$ cat src/rtl/cycle_sensor_counter_if.sv
`default_nettype none
// ============================================================================
// Module      : cycle_sensor_counter_if
// Description : Bundle of raw sensor inputs and the six count buses that the
//               cycle_sensor_counter block hands to the ahb_switches slave.
//               master : the counter block (takes raw inputs, drives counts)
//               slave  : the consumer side (drives raw inputs, reads counts)
// Signals     : Fork, Crank, Mode, Trip                 raw async inputs
//               Switch_count_of_total_time   [31:0]     ticks since reset
//               Switch_count_of_fork         [15:0]     fork rising edges
//               Switch_count_of_time_per_cycle_of_crank [15:0] crank period
//               Switch_count_of_time_per_cycle_of_fork  [15:0] fork period
//               Switch_count_of_mode         [15:0]     mode presses
//               Switch_count_of_trip         [15:0]     trip presses
// Revision    : 1.0  initial release
// ============================================================================
interface cycle_sensor_counter_if;
    logic        Fork;
    logic        Crank;
    logic        Mode;
    logic        Trip;
    logic [31:0] Switch_count_of_total_time;
    logic [15:0] Switch_count_of_fork;
    logic [15:0] Switch_count_of_time_per_cycle_of_crank;
    logic [15:0] Switch_count_of_time_per_cycle_of_fork;
    logic [15:0] Switch_count_of_mode;
    logic [15:0] Switch_count_of_trip;

    modport master (
        input  Fork, Crank, Mode, Trip,
        output Switch_count_of_total_time, Switch_count_of_fork,
               Switch_count_of_time_per_cycle_of_crank,
               Switch_count_of_time_per_cycle_of_fork,
               Switch_count_of_mode, Switch_count_of_trip
    );

    modport slave (
        output Fork, Crank, Mode, Trip,
        input  Switch_count_of_total_time, Switch_count_of_fork,
               Switch_count_of_time_per_cycle_of_crank,
               Switch_count_of_time_per_cycle_of_fork,
               Switch_count_of_mode, Switch_count_of_trip
    );
endinterface
`default_nettype wire

$ cat src/rtl/cycle_sensor_counter.sv
`default_nettype none
// ============================================================================
// Module      : cycle_sensor_counter
// Description : Synchronises and debounces the fork, crank, mode and trip
//               switches, derives a prescaled tick, and maintains event
//               counts, elapsed ticks and per-revolution periods for the
//               fork and crank sensors. All outputs are registered.
// Ports       : HCLK    system clock
//               HRESET  synchronous active-high reset
//               bus     cycle_sensor_counter_if.master (raw inputs in,
//                       six count buses out)
// Parameters  : TICK_DIV        HCLK cycles per tick (>= 2)
//               DEBOUNCE_TICKS  ticks of disagreement before a state change
//               STOP_TICKS      idle ticks before a period reads 0 (<= 65535)
// Options     : TRIP_CLEAR_EN   when defined, a trip press also clears total
//                               time, fork count and both period channels
// Revision    : 1.0  initial release
// ============================================================================
module cycle_sensor_counter #(
    parameter int TICK_DIV       = 1000,
    parameter int DEBOUNCE_TICKS = 5,
    parameter int STOP_TICKS     = 3000
) (
    input  wire logic               HCLK,
    input  wire logic               HRESET,
    cycle_sensor_counter_if.master  bus
);

    // Bit positions of the four channels in the packed input vectors.
    localparam int c_FORK  = 0;
    localparam int c_CRANK = 1;
    localparam int c_MODE  = 2;
    localparam int c_TRIP  = 3;

    localparam int          c_PW   = $clog2(TICK_DIV);
    localparam int          c_DW   = $clog2(DEBOUNCE_TICKS + 1);
    localparam logic [15:0] c_STOP = 16'(STOP_TICKS);

    logic [3:0]      w_raw;
    logic [3:0]      r_sync1;
    logic [3:0]      r_sync2;
    logic [c_PW-1:0] r_presc;
    logic            w_tick;
    logic [3:0]      w_db;
    logic [3:0]      r_db_d;
    logic [3:0]      w_pulse;
    logic            w_clr;
    logic [15:0]     w_period [2];

    logic [31:0]     r_total;
    logic [15:0]     r_cnt_fork;
    logic [15:0]     r_cnt_mode;
    logic [15:0]     r_cnt_trip;

    assign w_raw = {bus.Trip, bus.Mode, bus.Crank, bus.Fork};

    // Two-flop synchroniser for every raw input.
    always_ff @(posedge HCLK) begin
        if (HRESET) begin
            r_sync1 <= '0;
            r_sync2 <= '0;
        end else begin
            r_sync1 <= w_raw;
            r_sync2 <= r_sync1;
        end
    end

    // Prescaler: tick is high for the single cycle at the top of the count.
    assign w_tick = (r_presc == c_PW'(TICK_DIV - 1));

    always_ff @(posedge HCLK) begin
        if (HRESET) begin
            r_presc <= '0;
        end else if (w_tick) begin
            r_presc <= '0;
        end else begin
            r_presc <= r_presc + c_PW'(1);
        end
    end

    // Debounce: the state follows the synced level only after it has
    // disagreed on DEBOUNCE_TICKS consecutive ticks.
    for (genvar i = 0; i < 4; i++) begin : g_db
        logic            r_state;
        logic [c_DW-1:0] r_cnt;

        always_ff @(posedge HCLK) begin
            if (HRESET) begin
                r_state <= 1'b0;
                r_cnt   <= '0;
            end else if (w_tick) begin
                if (r_sync2[i] != r_state) begin
                    // The tick that would bring the count to the limit flips
                    // the state instead of storing the limit.
                    if (r_cnt == c_DW'(DEBOUNCE_TICKS - 1)) begin
                        r_state <= r_sync2[i];
                        r_cnt   <= '0;
                    end else begin
                        r_cnt   <= r_cnt + c_DW'(1);
                    end
                end else begin
                    r_cnt <= '0;
                end
            end
        end

        assign w_db[i] = r_state;
    end

    // Rising-edge pulse, high in the cycle right after the debounced state
    // goes 0 -> 1. Built from registers only.
    always_ff @(posedge HCLK) begin
        if (HRESET) begin
            r_db_d <= '0;
        end else begin
            r_db_d <= w_db;
        end
    end

    assign w_pulse = w_db & ~r_db_d;

`ifdef TRIP_CLEAR_EN
    assign w_clr = w_pulse[c_TRIP];
`else
    assign w_clr = 1'b0;
`endif

    // Period measurement for fork (0) and crank (1). The first edge after
    // reset or after a stop only arms; the next one publishes a period.
    for (genvar k = 0; k < 2; k++) begin : g_period
        logic [15:0] r_interval;
        logic [15:0] r_period;
        logic        r_armed;

        always_ff @(posedge HCLK) begin
            if (HRESET) begin
                r_interval <= '0;
                r_period   <= '0;
                r_armed    <= 1'b0;
            end else if (w_clr) begin
                // A coincident edge still arms so the next edge is measured.
                r_interval <= '0;
                r_period   <= '0;
                r_armed    <= w_pulse[k];
            end else if (w_pulse[k]) begin
                // Edge beats a coincident tick: that tick is not counted.
                r_interval <= '0;
                if (r_armed) begin
                    r_period <= r_interval;
                end else begin
                    r_armed  <= 1'b1;
                end
            end else if (r_interval == c_STOP) begin
                r_period <= '0;
                r_armed  <= 1'b0;
            end else if (w_tick) begin
                r_interval <= r_interval + 16'd1;
            end
        end

        assign w_period[k] = r_period;
    end

    // Event and elapsed-time counters; all wrap naturally.
    always_ff @(posedge HCLK) begin
        if (HRESET) begin
            r_total    <= '0;
            r_cnt_fork <= '0;
            r_cnt_mode <= '0;
            r_cnt_trip <= '0;
        end else begin
            if (w_clr) begin
                r_total <= '0;
            end else if (w_tick) begin
                r_total <= r_total + 32'd1;
            end

            if (w_clr) begin
                r_cnt_fork <= '0;
            end else if (w_pulse[c_FORK]) begin
                r_cnt_fork <= r_cnt_fork + 16'd1;
            end

            if (w_pulse[c_MODE]) begin
                r_cnt_mode <= r_cnt_mode + 16'd1;
            end

            if (w_pulse[c_TRIP]) begin
                r_cnt_trip <= r_cnt_trip + 16'd1;
            end
        end
    end

    assign bus.Switch_count_of_total_time              = r_total;
    assign bus.Switch_count_of_fork                    = r_cnt_fork;
    assign bus.Switch_count_of_time_per_cycle_of_fork  = w_period[c_FORK];
    assign bus.Switch_count_of_time_per_cycle_of_crank = w_period[c_CRANK];
    assign bus.Switch_count_of_mode                    = r_cnt_mode;
    assign bus.Switch_count_of_trip                    = r_cnt_trip;

endmodule
`default_nettype wire

$ cat src/flat_wrapper.sv
// flat-port wrapper written by rule: the top's interface ports become plain ports
module cycle_sensor_counter_flat 
#(
    parameter int TICK_DIV       = 1000,
    parameter int DEBOUNCE_TICKS = 5,
    parameter int STOP_TICKS     = 3000
)
  (HCLK, HRESET, bus_Fork, bus_Crank, bus_Mode, bus_Trip, bus_Switch_count_of_total_time, bus_Switch_count_of_fork, bus_Switch_count_of_time_per_cycle_of_crank, bus_Switch_count_of_time_per_cycle_of_fork, bus_Switch_count_of_mode, bus_Switch_count_of_trip);
  cycle_sensor_counter_if bus_i ();
  input  wire logic HCLK;
  input  wire logic HRESET;
  input wire logic [$bits(bus_i.Fork)-1:0] bus_Fork;
  input wire logic [$bits(bus_i.Crank)-1:0] bus_Crank;
  input wire logic [$bits(bus_i.Mode)-1:0] bus_Mode;
  input wire logic [$bits(bus_i.Trip)-1:0] bus_Trip;
  output wire logic [$bits(bus_i.Switch_count_of_total_time)-1:0] bus_Switch_count_of_total_time;
  output wire logic [$bits(bus_i.Switch_count_of_fork)-1:0] bus_Switch_count_of_fork;
  output wire logic [$bits(bus_i.Switch_count_of_time_per_cycle_of_crank)-1:0] bus_Switch_count_of_time_per_cycle_of_crank;
  output wire logic [$bits(bus_i.Switch_count_of_time_per_cycle_of_fork)-1:0] bus_Switch_count_of_time_per_cycle_of_fork;
  output wire logic [$bits(bus_i.Switch_count_of_mode)-1:0] bus_Switch_count_of_mode;
  output wire logic [$bits(bus_i.Switch_count_of_trip)-1:0] bus_Switch_count_of_trip;
  assign bus_i.Fork = bus_Fork;
  assign bus_i.Crank = bus_Crank;
  assign bus_i.Mode = bus_Mode;
  assign bus_i.Trip = bus_Trip;
  assign bus_Switch_count_of_total_time = bus_i.Switch_count_of_total_time;
  assign bus_Switch_count_of_fork = bus_i.Switch_count_of_fork;
  assign bus_Switch_count_of_time_per_cycle_of_crank = bus_i.Switch_count_of_time_per_cycle_of_crank;
  assign bus_Switch_count_of_time_per_cycle_of_fork = bus_i.Switch_count_of_time_per_cycle_of_fork;
  assign bus_Switch_count_of_mode = bus_i.Switch_count_of_mode;
  assign bus_Switch_count_of_trip = bus_i.Switch_count_of_trip;
  cycle_sensor_counter #(.TICK_DIV(TICK_DIV), .DEBOUNCE_TICKS(DEBOUNCE_TICKS), .STOP_TICKS(STOP_TICKS)) u_core (.HCLK(HCLK), .HRESET(HRESET), .bus(bus_i));
endmodule
$ cat config.mk
export PLATFORM = sky130hd
export DESIGN_NAME = cycle_sensor_counter_flat
export DESIGN_NICKNAME = d
export VERILOG_FILES = /design/src/rtl/cycle_sensor_counter_if.sv /design/src/rtl/cycle_sensor_counter.sv /design/src/flat_wrapper.sv
export SDC_FILE = /design/constraint.sdc
export NUM_CORES = 1
export LEC_CHECK = 0
export ABC_AREA = 1
export CORE_MARGIN = 2
export CORE_UTILIZATION = 55
export DETAILED_ROUTE_END_ITERATION = 16
export GPL_TIMING_DRIVEN = 0
export PLACE_DENSITY_LB_ADDON = 0.08
export SYNTH_ARGS = -nofsm -noshare
export SYNTH_HDL_FRONTEND = slang
export SYNTH_SLANG_ARGS = --single-unit
export TNS_END_PERCENT = 5
$ cat constraint.sdc
create_clock -name HCLK -period 2.4 [get_ports HCLK]
set_clock_uncertainty 0.2 [all_clocks]
set_input_delay 0.24 -clock HCLK [delete_from_list [all_inputs] [get_ports HCLK]]
set_output_delay 0.24 -clock HCLK [all_outputs]
set_load 0.1 [all_outputs]
== Yosys cells after proc, flatten, opt, wreduce, memory -nomap -nowiden ==
Cells that the tools add are included.

* Flip-flop bits (word level): 184
* Bits of input ports: 6
* Output and inout port bits: 112
* Logic and storage cells: 81

* Add/subtract/negate cells: 11
* Eq/ne operators: 13
* Muxes and demuxes: 18
* Bitwise gates (word level): 4
* Reductions and logical operators: 13

{| class="wikitable"
|+ Operators with widths
! kind !! count
|-
| two-way mux 16 bit || 6
|-
| adder 16 x 1 -> 16 bit (second input constant) || 5
|-
| adder 32 x 1 -> 32 bit (second input constant) || 1
|-
| == test 16 x 12 -> 1 bit (second input constant) || 2
|-
| two-way mux 3 bit || 8
|-
| adder 3 x 1 -> 3 bit (second input constant) || 4
|-
| == test 3 bit (second input constant) || 4
|-
| AND reduction 3 bit || 4
|-
| adder 10 x 1 -> 10 bit (second input constant) || 1
|-
| == test 10 bit (second input constant) || 1
|-
| AND reduction 2 bit || 4
|-
| OR reduction 2 bit || 3
|-
| bitwise AND 4 bit || 1
|-
| two-way mux 1 bit || 4
|-
| != test 1 bit || 4
|-
| != test 2 bit (second input constant) || 2
|-
| NOT 4 bit || 1
|-
| nonzero test 2 bit || 2
|-
| NOT 1 bit || 2
|}

== Logic depth before layout (Yosys ltp) ==
* Word-level depth: 4
* Gate-level depth with buffers: 10
* Mapped depth without buffers: 10

== Least setup slack after synthesis ==
Ideal clock, no wire load.

* Path type: register -> register
* Start: register u_core.r_total[1], in the netlist u_core.bus.Switch_count_of_total_time[1]
* End: register u_core.r_total[30], in the netlist u_core.bus.Switch_count_of_total_time[30]
* Setup time: 119 ps
* Arrival time: 2,121 ps
* Data required time: 2,081 ps
* Slack: -40 ps
* Cell stages (with the launch flop): 11
* Path buffers: 0
* Period minus slack after synthesis: 2,440 ps
* Path through: dfxtp_1 -> ha_1 -> nand2_1 -> nor2_1 -> nand2_1 -> nor2_1 -> nand2_1 -> nor2_1 -> nand3_1 -> nand2_1 -> nor2_1

* Cells in the longest elaborated chain, start to end: 1

{| class="wikitable"
|+ RTL lines
! what !! line !! RTL
|-
| start: declaration || cycle_sensor_counter.sv:50 || <nowiki>logic [31:0] r_total;</nowiki>
|-
| start signal: assignment || cycle_sensor_counter.sv:175 || <nowiki>r_total <= r_total + 32'd1;</nowiki>
|-
| adder 32 x 1 -> 32 bit || cycle_sensor_counter.sv:175 ||
|}

No other way between the ends.
A chain may end at the register's enable or synchronous reset.

== Worst setup path in the final report ==
* Start: register u_core.r_total[0], in the netlist u_core.bus.Switch_count_of_total_time[0]
* End: output port bus_Switch_count_of_total_time[0]

{| class="wikitable"
|+ RTL lines
! what !! line !! RTL
|-
| end: declaration || flat_wrapper.sv:16 || <nowiki>output wire logic [$bits(bus_i.Switch_count_of_total_time)-1:0] bus_Switch_count_of_total_time;</nowiki>
|}

No word-level cell between the ends.

==> flow_summary_export.csv <==
group,metric,value,unit
sta,fin_crit,2.355,ns
placement,place_hpwl,15370,um
route,drc,0,
worst_setup_path,cp_slowest_stage_delay,1.15,ns
placement,routabilityCongestion,0.9145,
clocking,cts_tree,"yes",
layout,drive_above_1_share,0.04695,
worst_setup_path,cp-end-kind,"primary output",
worst_setup_path,cp_top_family,"buffers and inverters",
worst_setup_path,crit_type,"reg2out",
route,wl_per_cell,12.82,um
worst_setup_path,crit_fanout,3,
worst_setup_path,rrSetupSlack,0.21,ns
worst_hold_path,worstHoldPathType,"in2reg",
power_and_ir_drop,finalPower,6.185,mW
sta,grt_setup_unrepaired,"no",
synth,syn_nets,1302,
synth,synth_cell_types,38,
synth,synth_area_leaders,"dfxtp_1 42%, nand2_1 14%, nor2_1 8.0%, inv_1 6.7%, a21oi_1 6.4%",
route,viasPerCell,5.043,
synth,synth_top_area_cell,"dfxtp_1",
worst_setup_path,worstSetupStartpointType,"register",
grt,grt_pass1_wl,34610,um
worst_hold_path,min_from,"bus_Crank",
power_and_ir_drop,vdd_ir_drop_max,501.9,uV
route,drt_iter0_markers,707,
clocking,clk_latency,0.43,ns
route,totalWireLength,21060,um
synth,async_flop_share,0,
route,vias,8285,
grt,grt_max_degree,17,
die,initial_core_util,0.5561,
worst_hold_path,holdPathStages,3,
clocking,htree_levels,4,
die,fp-row-count,46,
clocking,cts.clk_slew.worst_paths,0.07,ns
sta,max_freq,0.4246,GHz
synth,ys_seq_area_frac,0.4216,
worst_setup_path,worst_ep_arrival_time,1.92,ns
synth,syn_area_per_cell,6.831,um^2
grt,antenna_found_initial,0,
worst_setup_path,r2r-start,"u_core.r_presc[0]",
layout,antenna-diode-count,0,
synth,synth_top_area_frac,0.4216,
grt,grt_overflow,0,
sta,finalSetupViolations,0,
worst_setup_path,required,1.96,ns
worst_hold_path,min_to,"u_core.r_sync1[1]",
clocking,numCtsBuffers,17,
die,die_w,130.0,um
synth,synth-edff-count,0,
power_and_ir_drop,powerDensity,574.5,nW/um^2
die,die-area,16910,um^2
layout,nets,1437,
job,cap_violations,0,
worst_setup_path,worst-path-buf-inv,1,
layout,areaGrowthSynthToFinish,23.20,%
sta,worst_pin_slew,1.006,ns
clocking,clock-sinks,184,
synth,ys.warnings.count,0,
clocking,cts_buffer_depth,2,
placement,placed_area,10170,um^2
worst_setup_path,critPathSlowestCell,"clkdlybuf4s50_1",
sta,slew_violations,0,
worst_setup_path,crit_chain,"clkdlybuf4s50_1",
synth,synth_seq_cells,184,
grt,grt_pass1_vias,7510,
synth,synth_cells,1279,
synth,synthFlopType,"dfxtp_1",
die,coreArea,15710,um^2
clocking,root_buffer,"clkbuf_16",
worst_setup_path,rr_worst_depth,9,
route,ant_nets,0,
power_and_ir_drop,power_leakage,4.662,nW
outcome,status,"finished, final reports clean",
sta,fin_setup_tns,0,ns
route,dr.pass1.iters,5,
placement,port_buffers,116,
sta,finalHoldViolCount,0,
die,die_h,130.0,um
grt,track_usage,0.2541,
die,ios,118,
sta,slew-limit-headroom,0.3285,
layout,post-route-cell-area,10760,um^2
sta,fin_crit_sh,0.9814,
worst_setup_path,r2r_end,"u_core.bus.Switch_count_of_total_time[16]",
synth,netlist_area,8737,um^2
repair_timing:
| action | 4_1_cts | 5_1_grt |
|---|---|---|
| setup buffers | 0 | 0 |
| setup endpoints to repair | 64 | 17 |
| hold buffers | 0 | 0 |
| resized for setup | 64 | 17 |
synthesized netlist by cell type, types with 2 or more instances:
library cell	number
nor2_4	3
nor3_1	29
nor2_2	4
nand3b_1	4
a211oi_1	3
a31oi_1	3
o21ai_0	37
nor3b_1	4
nand2_1	318
nand2_2	5
buf_4	6
inv_1	156
and3_1	4
dfxtp_1	184
clkbuf_1	17
nand3_1	102
o21a_1	3
a21oi_1	111
o21bai_1	2
xor2_1	24
xnor2_1	10
nor2_1	187
nand4_1	18
buf_2	9
and2_1	3
ha_1	17
o22ai_1	5
how the worst max path moves through the flow:
| stage | to | slack [ns] | depth (start not counted) | start |
|---|---|---|---|---|
| finish | bus_Switch_count_of_total_time[0] | 0.04 | 1 | u_core.bus.Switch_count_of_total_time[0] |
| global route | bus_Switch_count_of_fork[15] | 0.002 | 1 | u_core.bus.Switch_count_of_fork[15] |
| CTS | bus_Switch_count_of_total_time[28] | 0.0001 | 1 | u_core.bus.Switch_count_of_total_time[28] |
| detailed placement | u_core.bus.Switch_count_of_total_time[16] | 0.24 | 9 | u_core.r_presc[0] |
| global placement | u_core.bus.Switch_count_of_total_time[16] | 0.28 | 9 | u_core.r_presc[0] |
| floorplan | u_core.bus.Switch_count_of_fork[14] | 0.03 | 8 | u_core.bus.Switch_count_of_fork[0] |
sequential cells by signal, summed over array words and instances, names as in the netlist, 12 cells and up:
signal	count
u_core.bus.Switch_count_of_time_per_cycle_of_crank	16
u_core.g_db.r_cnt	12
u_core.bus.Switch_count_of_total_time	32
u_core.g_period.r_interval	32
u_core.bus.Switch_count_of_time_per_cycle_of_fork	16
u_core.bus.Switch_count_of_mode	16
u_core.bus.Switch_count_of_fork	16
u_core.bus.Switch_count_of_trip	16
report_power, final:
group          switching [mW]  internal, mW  total (mW)
Sequential            0.00767          3.06        3.07
Combinational           0.105        0.0348       0.139
Clock                    1.18          1.79        2.97
layout make-up:
cell class                 count  area, um^2
fill                        1424        4949
multi-input combinational    903        4289
sequential                   184        3686
timing repair buffer         116        1124
inverter                     158       595.6
clock buffer                  20       456.7
tap                          216       270.3
clock inverter                12       173.9
buffer                        34       168.9
per-layer routing:
metal	track usage	routed length, um
met5	0	0
met4	0.07717	218
met3	0.05166	1058
met2	0.4358	10110
met1	0.3237	9675
metrics by stage:
step           setup slack, ns  utilization  instances  hold WS (ns)
2_1_floorplan          0.02513            -       1279        0.1470
3_3_place_gp            0.2778       0.6473       1611        0.1914
3_5_place_dp            0.2409       0.6473       1611        0.1975
4_1_cts              0.0001483       0.6824       1643        0.1298
5_1_grt               0.002172       0.6851       1643        0.1520
6_report               0.04473       0.6851       1643        0.1373
cell usage in the layout (no fill, tap or decap), types with 6 or more instances in the layout:
master / instances
a21oi_1: 111
buf_2: 9
buf_4: 6
clkbuf_1: 18
clkbuf_16: 17
clkdlybuf4s50_1: 35
dfxtp_1: 182
dlygate4sd2_1: 64
dlymetal6s2s_1: 17
ha_1: 17
inv_1: 156
nand2_1: 318
nand3_1: 102
nand4_1: 18
nor2_1: 187
nor3_1: 29
o21ai_0: 37
xnor2_1: 10
xor2_1: 24
cell families after synthesis:
kind of cell | synth area share
AOI/OAI and AO/OA | 0.09996
DFF | 0.4216
and+or+nand+nor | 0.3325
xor gates and xnor gates | 0.03408
adders and majority gates | 0.02434
buffers and inverters | 0.08750
(Power assumes the default switching activity.)
